**src/rtl/keypad_matrix_scanner.sv**
```systemverilog
// rtl/keypad_matrix_scanner.sv - debounced ROWS x COLS keypad matrix scanner; optional auto-repeat under KEYPAD_AUTOREPEAT_EN
module keypad_matrix_scanner #(
    parameter int ROWS           = 4,
    parameter int COLS           = 4,
    parameter int DIV_BITS       = 20,
    parameter int DEBOUNCE_TICKS = 2,
    parameter int REPEAT_DELAY   = 30,
    parameter int REPEAT_RATE    = 8,
    localparam int CODE_W        = $clog2(ROWS * COLS)
) (
    input  logic              clk,
    input  logic              reset_n,
    input  logic [ROWS-1:0]   row,
    output logic [COLS-1:0]   col,
    output logic [CODE_W-1:0] key_code,
    output logic              key_valid,
    output logic              key_press,
    output logic              key_release,
    output logic              multi_key
);

    localparam int CNT_W  = $clog2(DEBOUNCE_TICKS + 1);
    localparam int RIDX_W = $clog2(ROWS);
    localparam int CIDX_W = $clog2(COLS);
    localparam int HIT_W  = $clog2(ROWS + 1);

    typedef enum logic [1:0] {
        SCAN     = 2'd0,
        DEBOUNCE = 2'd1,
        HELD     = 2'd2,
        RELEASE  = 2'd3
    } state_t;

    state_t              state, state_nxt;
    logic [ROWS-1:0]     row_m, row_s;
    logic [DIV_BITS-1:0] divider;
    logic                tick;
    logic [CNT_W-1:0]    cnt, cnt_nxt;
    logic [ROWS-1:0]     cap_row, cap_row_nxt;
    logic [CODE_W-1:0]   cap_code, cap_code_nxt;
    logic [COLS-1:0]     col_nxt, col_rot;
    logic [CODE_W-1:0]   key_code_nxt;
    logic                key_valid_nxt, key_press_nxt, key_release_nxt, multi_key_nxt;
    logic [HIT_W-1:0]    row_hits;
    logic [RIDX_W-1:0]   row_idx;
    logic [CIDX_W-1:0]   col_idx;
    logic                cap_bit;
    logic                rep_pulse;

    assign tick    = &divider;
    assign col_rot = {col[COLS-2:0], col[COLS-1]};
    assign cap_bit = |(row_s & cap_row);

    // Two-flop synchroniser on the asynchronous row pins
    always_ff @(posedge clk or negedge reset_n) begin
        if (!reset_n) begin
            row_m <= '0;
            row_s <= '0;
        end else begin
            row_m <= row;
            row_s <= row_m;
        end
    end

    // Free-running scan divider; tick is its all-ones cycle
    always_ff @(posedge clk or negedge reset_n) begin
        if (!reset_n) begin
            divider <= '0;
        end else begin
            divider <= divider + DIV_BITS'(1);
        end
    end

    // Row population count, index of the asserted row and index of the driven column
    always_comb begin
        row_hits = '0;
        row_idx  = '0;
        col_idx  = '0;
        for (int i = 0; i < ROWS; i++) begin
            if (row_s[i]) begin
                row_hits = row_hits + HIT_W'(1);
                row_idx  = RIDX_W'(i);
            end
        end
        for (int j = 0; j < COLS; j++) begin
            if (col[j]) begin
                col_idx = CIDX_W'(j);
            end
        end
    end

`ifdef KEYPAD_AUTOREPEAT_EN
    localparam int REP_MAX = (REPEAT_DELAY > REPEAT_RATE) ? REPEAT_DELAY : REPEAT_RATE;
    localparam int REP_W   = $clog2(REP_MAX + 1);

    logic [REP_W-1:0] rep_cnt, rep_target;
    logic             rep_first;

    assign rep_target = rep_first ? REP_W'(REPEAT_DELAY) : REP_W'(REPEAT_RATE);
    assign rep_pulse  = (state == HELD) && tick && cap_bit && (rep_cnt + REP_W'(1) == rep_target);

    // Repeat timer: counts held ticks, first interval REPEAT_DELAY then REPEAT_RATE; cleared outside HELD
    always_ff @(posedge clk or negedge reset_n) begin
        if (!reset_n) begin
            rep_cnt   <= '0;
            rep_first <= 1'b1;
        end else if (tick) begin
            if (state != HELD || !cap_bit) begin
                rep_cnt   <= '0;
                rep_first <= 1'b1;
            end else if (rep_pulse) begin
                rep_cnt   <= '0;
                rep_first <= 1'b0;
            end else begin
                rep_cnt <= rep_cnt + REP_W'(1);
            end
        end
    end
`else
    localparam int unused_repeat_params = REPEAT_DELAY + REPEAT_RATE;

    assign rep_pulse = 1'b0;
`endif

    // Scanner FSM next-state and registered-output decisions, evaluated only on tick
    always_comb begin
        state_nxt       = state;
        cnt_nxt         = cnt;
        cap_row_nxt     = cap_row;
        cap_code_nxt    = cap_code;
        col_nxt         = col;
        key_code_nxt    = key_code;
        key_valid_nxt   = key_valid;
        key_press_nxt   = 1'b0;
        key_release_nxt = 1'b0;
        multi_key_nxt   = multi_key;
        if (tick) begin
            case (state)
                SCAN: begin
                    if (row_hits == '0) begin
                        col_nxt       = col_rot;
                        multi_key_nxt = 1'b0;
                    end else if (row_hits == HIT_W'(1)) begin
                        cap_row_nxt   = row_s;
                        cap_code_nxt  = CODE_W'(col_idx) * CODE_W'(ROWS) + CODE_W'(row_idx);
                        cnt_nxt       = '0;
                        multi_key_nxt = 1'b0;
                        state_nxt     = DEBOUNCE;
                    end else begin
                        multi_key_nxt = 1'b1;
                    end
                end
                DEBOUNCE: begin
                    if (row_s == cap_row) begin
                        if (cnt == CNT_W'(DEBOUNCE_TICKS - 1)) begin
                            cnt_nxt       = '0;
                            key_code_nxt  = cap_code;
                            key_valid_nxt = 1'b1;
                            key_press_nxt = 1'b1;
                            state_nxt     = HELD;
                        end else begin
                            cnt_nxt = cnt + CNT_W'(1);
                        end
                    end else begin
                        state_nxt = SCAN;
                    end
                end
                HELD: begin
                    if (!cap_bit) begin
                        cnt_nxt   = '0;
                        state_nxt = RELEASE;
                    end else begin
                        key_press_nxt = rep_pulse;
                    end
                end
                RELEASE: begin
                    if (!cap_bit) begin
                        if (cnt == CNT_W'(DEBOUNCE_TICKS - 1)) begin
                            cnt_nxt         = '0;
                            key_valid_nxt   = 1'b0;
                            key_release_nxt = 1'b1;
                            col_nxt         = col_rot;
                            state_nxt       = SCAN;
                        end else begin
                            cnt_nxt = cnt + CNT_W'(1);
                        end
                    end else begin
                        cnt_nxt   = '0;
                        state_nxt = HELD;
                    end
                end
                default: begin
                    state_nxt = SCAN;
                end
            endcase
        end
    end

    // FSM state, capture registers and outputs
    always_ff @(posedge clk or negedge reset_n) begin
        if (!reset_n) begin
            state       <= SCAN;
            cnt         <= '0;
            cap_row     <= '0;
            cap_code    <= '0;
            col         <= COLS'(1);
            key_code    <= '0;
            key_valid   <= 1'b0;
            key_press   <= 1'b0;
            key_release <= 1'b0;
            multi_key   <= 1'b0;
        end else begin
            state       <= state_nxt;
            cnt         <= cnt_nxt;
            cap_row     <= cap_row_nxt;
            cap_code    <= cap_code_nxt;
            col         <= col_nxt;
            key_code    <= key_code_nxt;
            key_valid   <= key_valid_nxt;
            key_press   <= key_press_nxt;
            key_release <= key_release_nxt;
            multi_key   <= multi_key_nxt;
        end
    end

endmodule

```
**config.mk**
```make
export PLATFORM = sky130hd
export DESIGN_NAME = keypad_matrix_scanner
export DESIGN_NICKNAME = d
export VERILOG_FILES = /design/src/rtl/keypad_matrix_scanner.sv
export SDC_FILE = /design/constraint.sdc
export NUM_CORES = 1
export LEC_CHECK = 0
export CORE_MARGIN = 8
export CORE_UTILIZATION = 62
export DETAILED_ROUTE_END_ITERATION = 10
export HOLD_SLACK_MARGIN = 0.12
export PLACE_DENSITY = 0.84
export SYNTH_ARGS = -nofsm -noshare
export SYNTH_HDL_FRONTEND = slang
export SYNTH_SLANG_ARGS = --single-unit
```
**constraint.sdc**
```tcl
create_clock -name clk -period 6.1 [get_ports clk]
set_clock_uncertainty 0.2 [all_clocks]
set_input_delay 0.61 -clock clk [delete_from_list [all_inputs] [get_ports clk]]
set_output_delay 0.61 -clock clk [all_outputs]
set_load 0.02 [all_outputs]
```
==> results.sh <==
export IMPL_ys_warn_count=0
export IMPL_start_util_pct=64.2
export IMPL_finalCriticalPeriod_ns=3.20
export IMPL_rows=22
export IMPL_nNetsFinal=226
export IMPL_synth_xor_area_share_pct=7.83
export IMPL_post_cts_resized=0
export IMPL_insertion_delay_ns=0.30
export IMPL_vias=1502
export IMPL_relSlewSlack_pct=28.6
export IMPL_gp_congestion=0.826
export IMPL_port_buffers=17
export IMPL_power_per_cell_area_mw_per_mm2=217
export IMPL_start_kind="register"
export IMPL_die_area_mm2=0.00602
export IMPL_ctsHoldBuffers=0
export IMPL_synth_top_cell_area_share_pct=54.3
export IMPL_yosys_area_top_type="dfrtp_1"
export IMPL_synth_compound_area_share_pct=5.96
export IMPL_cts_setup_buffers=0
export IMPL_rsz0062_at_grt="no"
export IMPL_worst_pin_slew_ns=1.07
export IMPL_max_freq_mhz=312
export IMPL_combPwrFrac_pct=4.7
export IMPL_synthAdderAreaFrac_pct=4.26
export IMPL_p_seq_share_pct=61.0
export IMPL_viasPerCell=5.75
export IMPL_pwr_share_clk_pct=34.3
export IMPL_crit_type="reg -> reg"
export IMPL_clockBufferDepth=2
export IMPL_drtIter0Drc=63
export IMPL_cts_tree="built"
export IMPL_maxSlewViolCount=0
export IMPL_coreArea_mm2=0.00366
export IMPL_ys_top_cells_by_area="dfrtp_1, mux2_2, ha_1"
export IMPL_critPathMaxFanout=8
export IMPL_crit_arrival_ns=3.19
export IMPL_tns_ns=0
export IMPL_synth_top_family_by_area="simple AND/OR/NAND/NOR gates"
export IMPL_syn_to_final_growth_pct=12.7
export IMPL_cpMostUsedCell="ha_1"
export IMPL_drive_gt1_share_pct=14.1
export IMPL_period_share_pct=52.5
export IMPL_synthTopCellsByCount="dfrtp_1, mux2_2, nor2_1, xor2_1"
export IMPL_grt_pass1_wl_mm=7.00
export IMPL_dp_hpwl_mm=2.93
export IMPL_crit_path_end_kind="register"
export IMPL_grt_overflow_total=0
export IMPL_antennaDiodeCount=0
export IMPL_routed_wl_mm=3.96
export IMPL_p_int_mw=0.450
export IMPL_p_leak_nw=1.21
export IMPL_dieHeight_um=77.6
export IMPL_synth_most_common_cell="dfrtp_1"
export IMPL_ys_types=43
export IMPL_die_w_um=77.6
export IMPL_syn_cell_area_mm2=0.00235
export IMPL_crit_chain="inv_1 > ha_1 > xor2_1 > ha_1 > a31o_2 > a21oi_1 > o21ai_0 > nor4_4 > mux2_2"
export IMPL_grt_max_degree=53
export IMPL_synth_seq_cells=52
export IMPL_min_path_type="reg -> reg"
export IMPL_drc=0
export IMPL_postRouteAntennaNets=0
export IMPL_cts_made_buffers=5
export IMPL_clock_sinks=52
export IMPL_worst_ep_required_time_ns=6.09
export IMPL_ir_worst_vdd_mv=0.223
export IMPL_hold_viol=0
export IMPL_status="complete, no violations"
export IMPL_antenna_found_initial=0
export IMPL_total_power_mw=0.574
export IMPL_synth_avg_cell_area_um2=12.2
export IMPL_async_reset_ff_share_pct=100
export IMPL_grtUsageTotal_pct=14.5
export IMPL_synth_cells=193
export IMPL_clkSlewWorstSetupHoldPaths_ns=0.09
export IMPL_clk_root_buffer_cell="clkbuf_8"
export IMPL_synthSimpleGateAreaFrac_pct=15.6
export IMPL_io_pins=18
export IMPL_setup_viol=0
export IMPL_wl_per_cell_um=15.2
export IMPL_muxShareOfSynthArea_pct=8.41
export IMPL_cts_max_level=2
export IMPL_dr_pass1_iters=4
export IMPL_seq_area_frac_synth_pct=55.4
export IMPL_syn_nets=207
export IMPL_synth_flop_cell="dfrtp_1"
export IMPL_critPathSlowestCell="nor4_4"
export IMPL_cp_slowest_stage_delay_ns=0.56
export IMPL_grt_pass1_vias=1535
export IMPL_power_switching_mw=0.124
export IMPL_cap_violations=0
export IMPL_p_sw_share_pct=21.6
export IMPL_synth_edf_count=0
area by class of cell:
cell class,count,area [um2]
flip-flops and latches,52,1300
fillers,247,1010
multi-input cells,126,988
repair buffers,17,165
clock buffers,7,86.3
well taps,48,60.1
inverters,10,37.5
clock inverters,1,7.51
worst max-delay path, delay by kind of cell (launching register included):
kind / cells / cell delay [ns]
xor+xnor: 1 / 0.21
compound gates: 3 / 0.63
buf+inv: 1 / 0.07
simple gates: 1 / 0.56
fa+ha+maj: 2 / 0.60
flops: 1 / 0.41
mux: 1 / 0.42
cells in the final DEF, fill, tap and decap left out, types with 5 or more instances in the layout:
cell / netlist / layout
clkdlybuf4s50_1: 0 / 16
nor2_1: 11 / 11
xor2_1: 11 / 11
ha_1: 8 / 8
nand2_1: 10 / 10
nand3_1: 9 / 9
nand2b_1: 5 / 5
xnor2_1: 10 / 10
clkbuf_8: 0 / 6
mux2_2: 14 / 14
dfrtp_1: 51 / 51
inv_1: 10 / 10
sequential cells by signal, summed over array words and instances, names as in the netlist, 4 cells and up:
register,cells
row_m,4
row_s,4
cap_row,4
col,4
key_code,4
divider,20
cap_code,4
power by group through the flow:
stage	registers (mW)	clock network (mW)	logic, mW
final	0.350	0.197	0.0269
after global routing	0.350	0.215	0.0306
after global placement	0.356	0	0.0254
after detailed placement	0.357	0	0.0268
after floorplan	0.355	0	0.0154
after CTS	0.350	0.202	0.0273
routing by layer:
layer  GRT usage, %  wire, um  vias up
li1               -         -      718
met1           16.3      1660      745
met2           24.2      2000       29
met3           4.61       191       10
met4           7.36       107        0
met5              0         0        -
through the flow:
step | cells | utilization [%] | hold slack, ns | area (um2) | worst slack (ns)
2_1_floorplan | 193 | - | 0.114 | 2350 | 3.28
3_3_place_gp | 253 | 69.8 | 0.134 | 2550 | 3.11
3_5_place_dp | 253 | 69.8 | 0.135 | 2550 | 2.94
4_1_cts | 261 | 72.3 | 0.154 | 2650 | 2.91
5_1_grt | 261 | 72.3 | 0.159 | 2650 | 2.71
6_report | 261 | 72.3 | 0.154 | 2650 | 2.90
cell families after synthesis:
family,after synthesis
simple gates,60
xor+xnor,21
flops,52
mux,18
fa+ha+maj,8
buf+inv,15
compound gates,19
path summary, 6_finish.rpt:
kind                                         start                      to  slack, ns  cells after the start
worst min-delay path            row_m[1]$_DFF_PN0_      row_s[1]$_DFF_PN0_       0.15                      0
worst max register to register  row_s[0]$_DFF_PN0_  cap_row[3]$_DFFE_PN0P_       2.90                      9
max in group asynchronous                  reset_n      col[3]$_DFFE_PN0P_       4.75                      1
worst min register to register  row_m[1]$_DFF_PN0_      row_s[1]$_DFF_PN0_       0.15                      0
min in group asynchronous                  reset_n      cnt[1]$_DFFE_PN0P_       0.30                      1
worst max-delay path            row_s[0]$_DFF_PN0_  cap_row[3]$_DFFE_PN0P_       2.90                      9
Power figures use the tool's default switching activity.
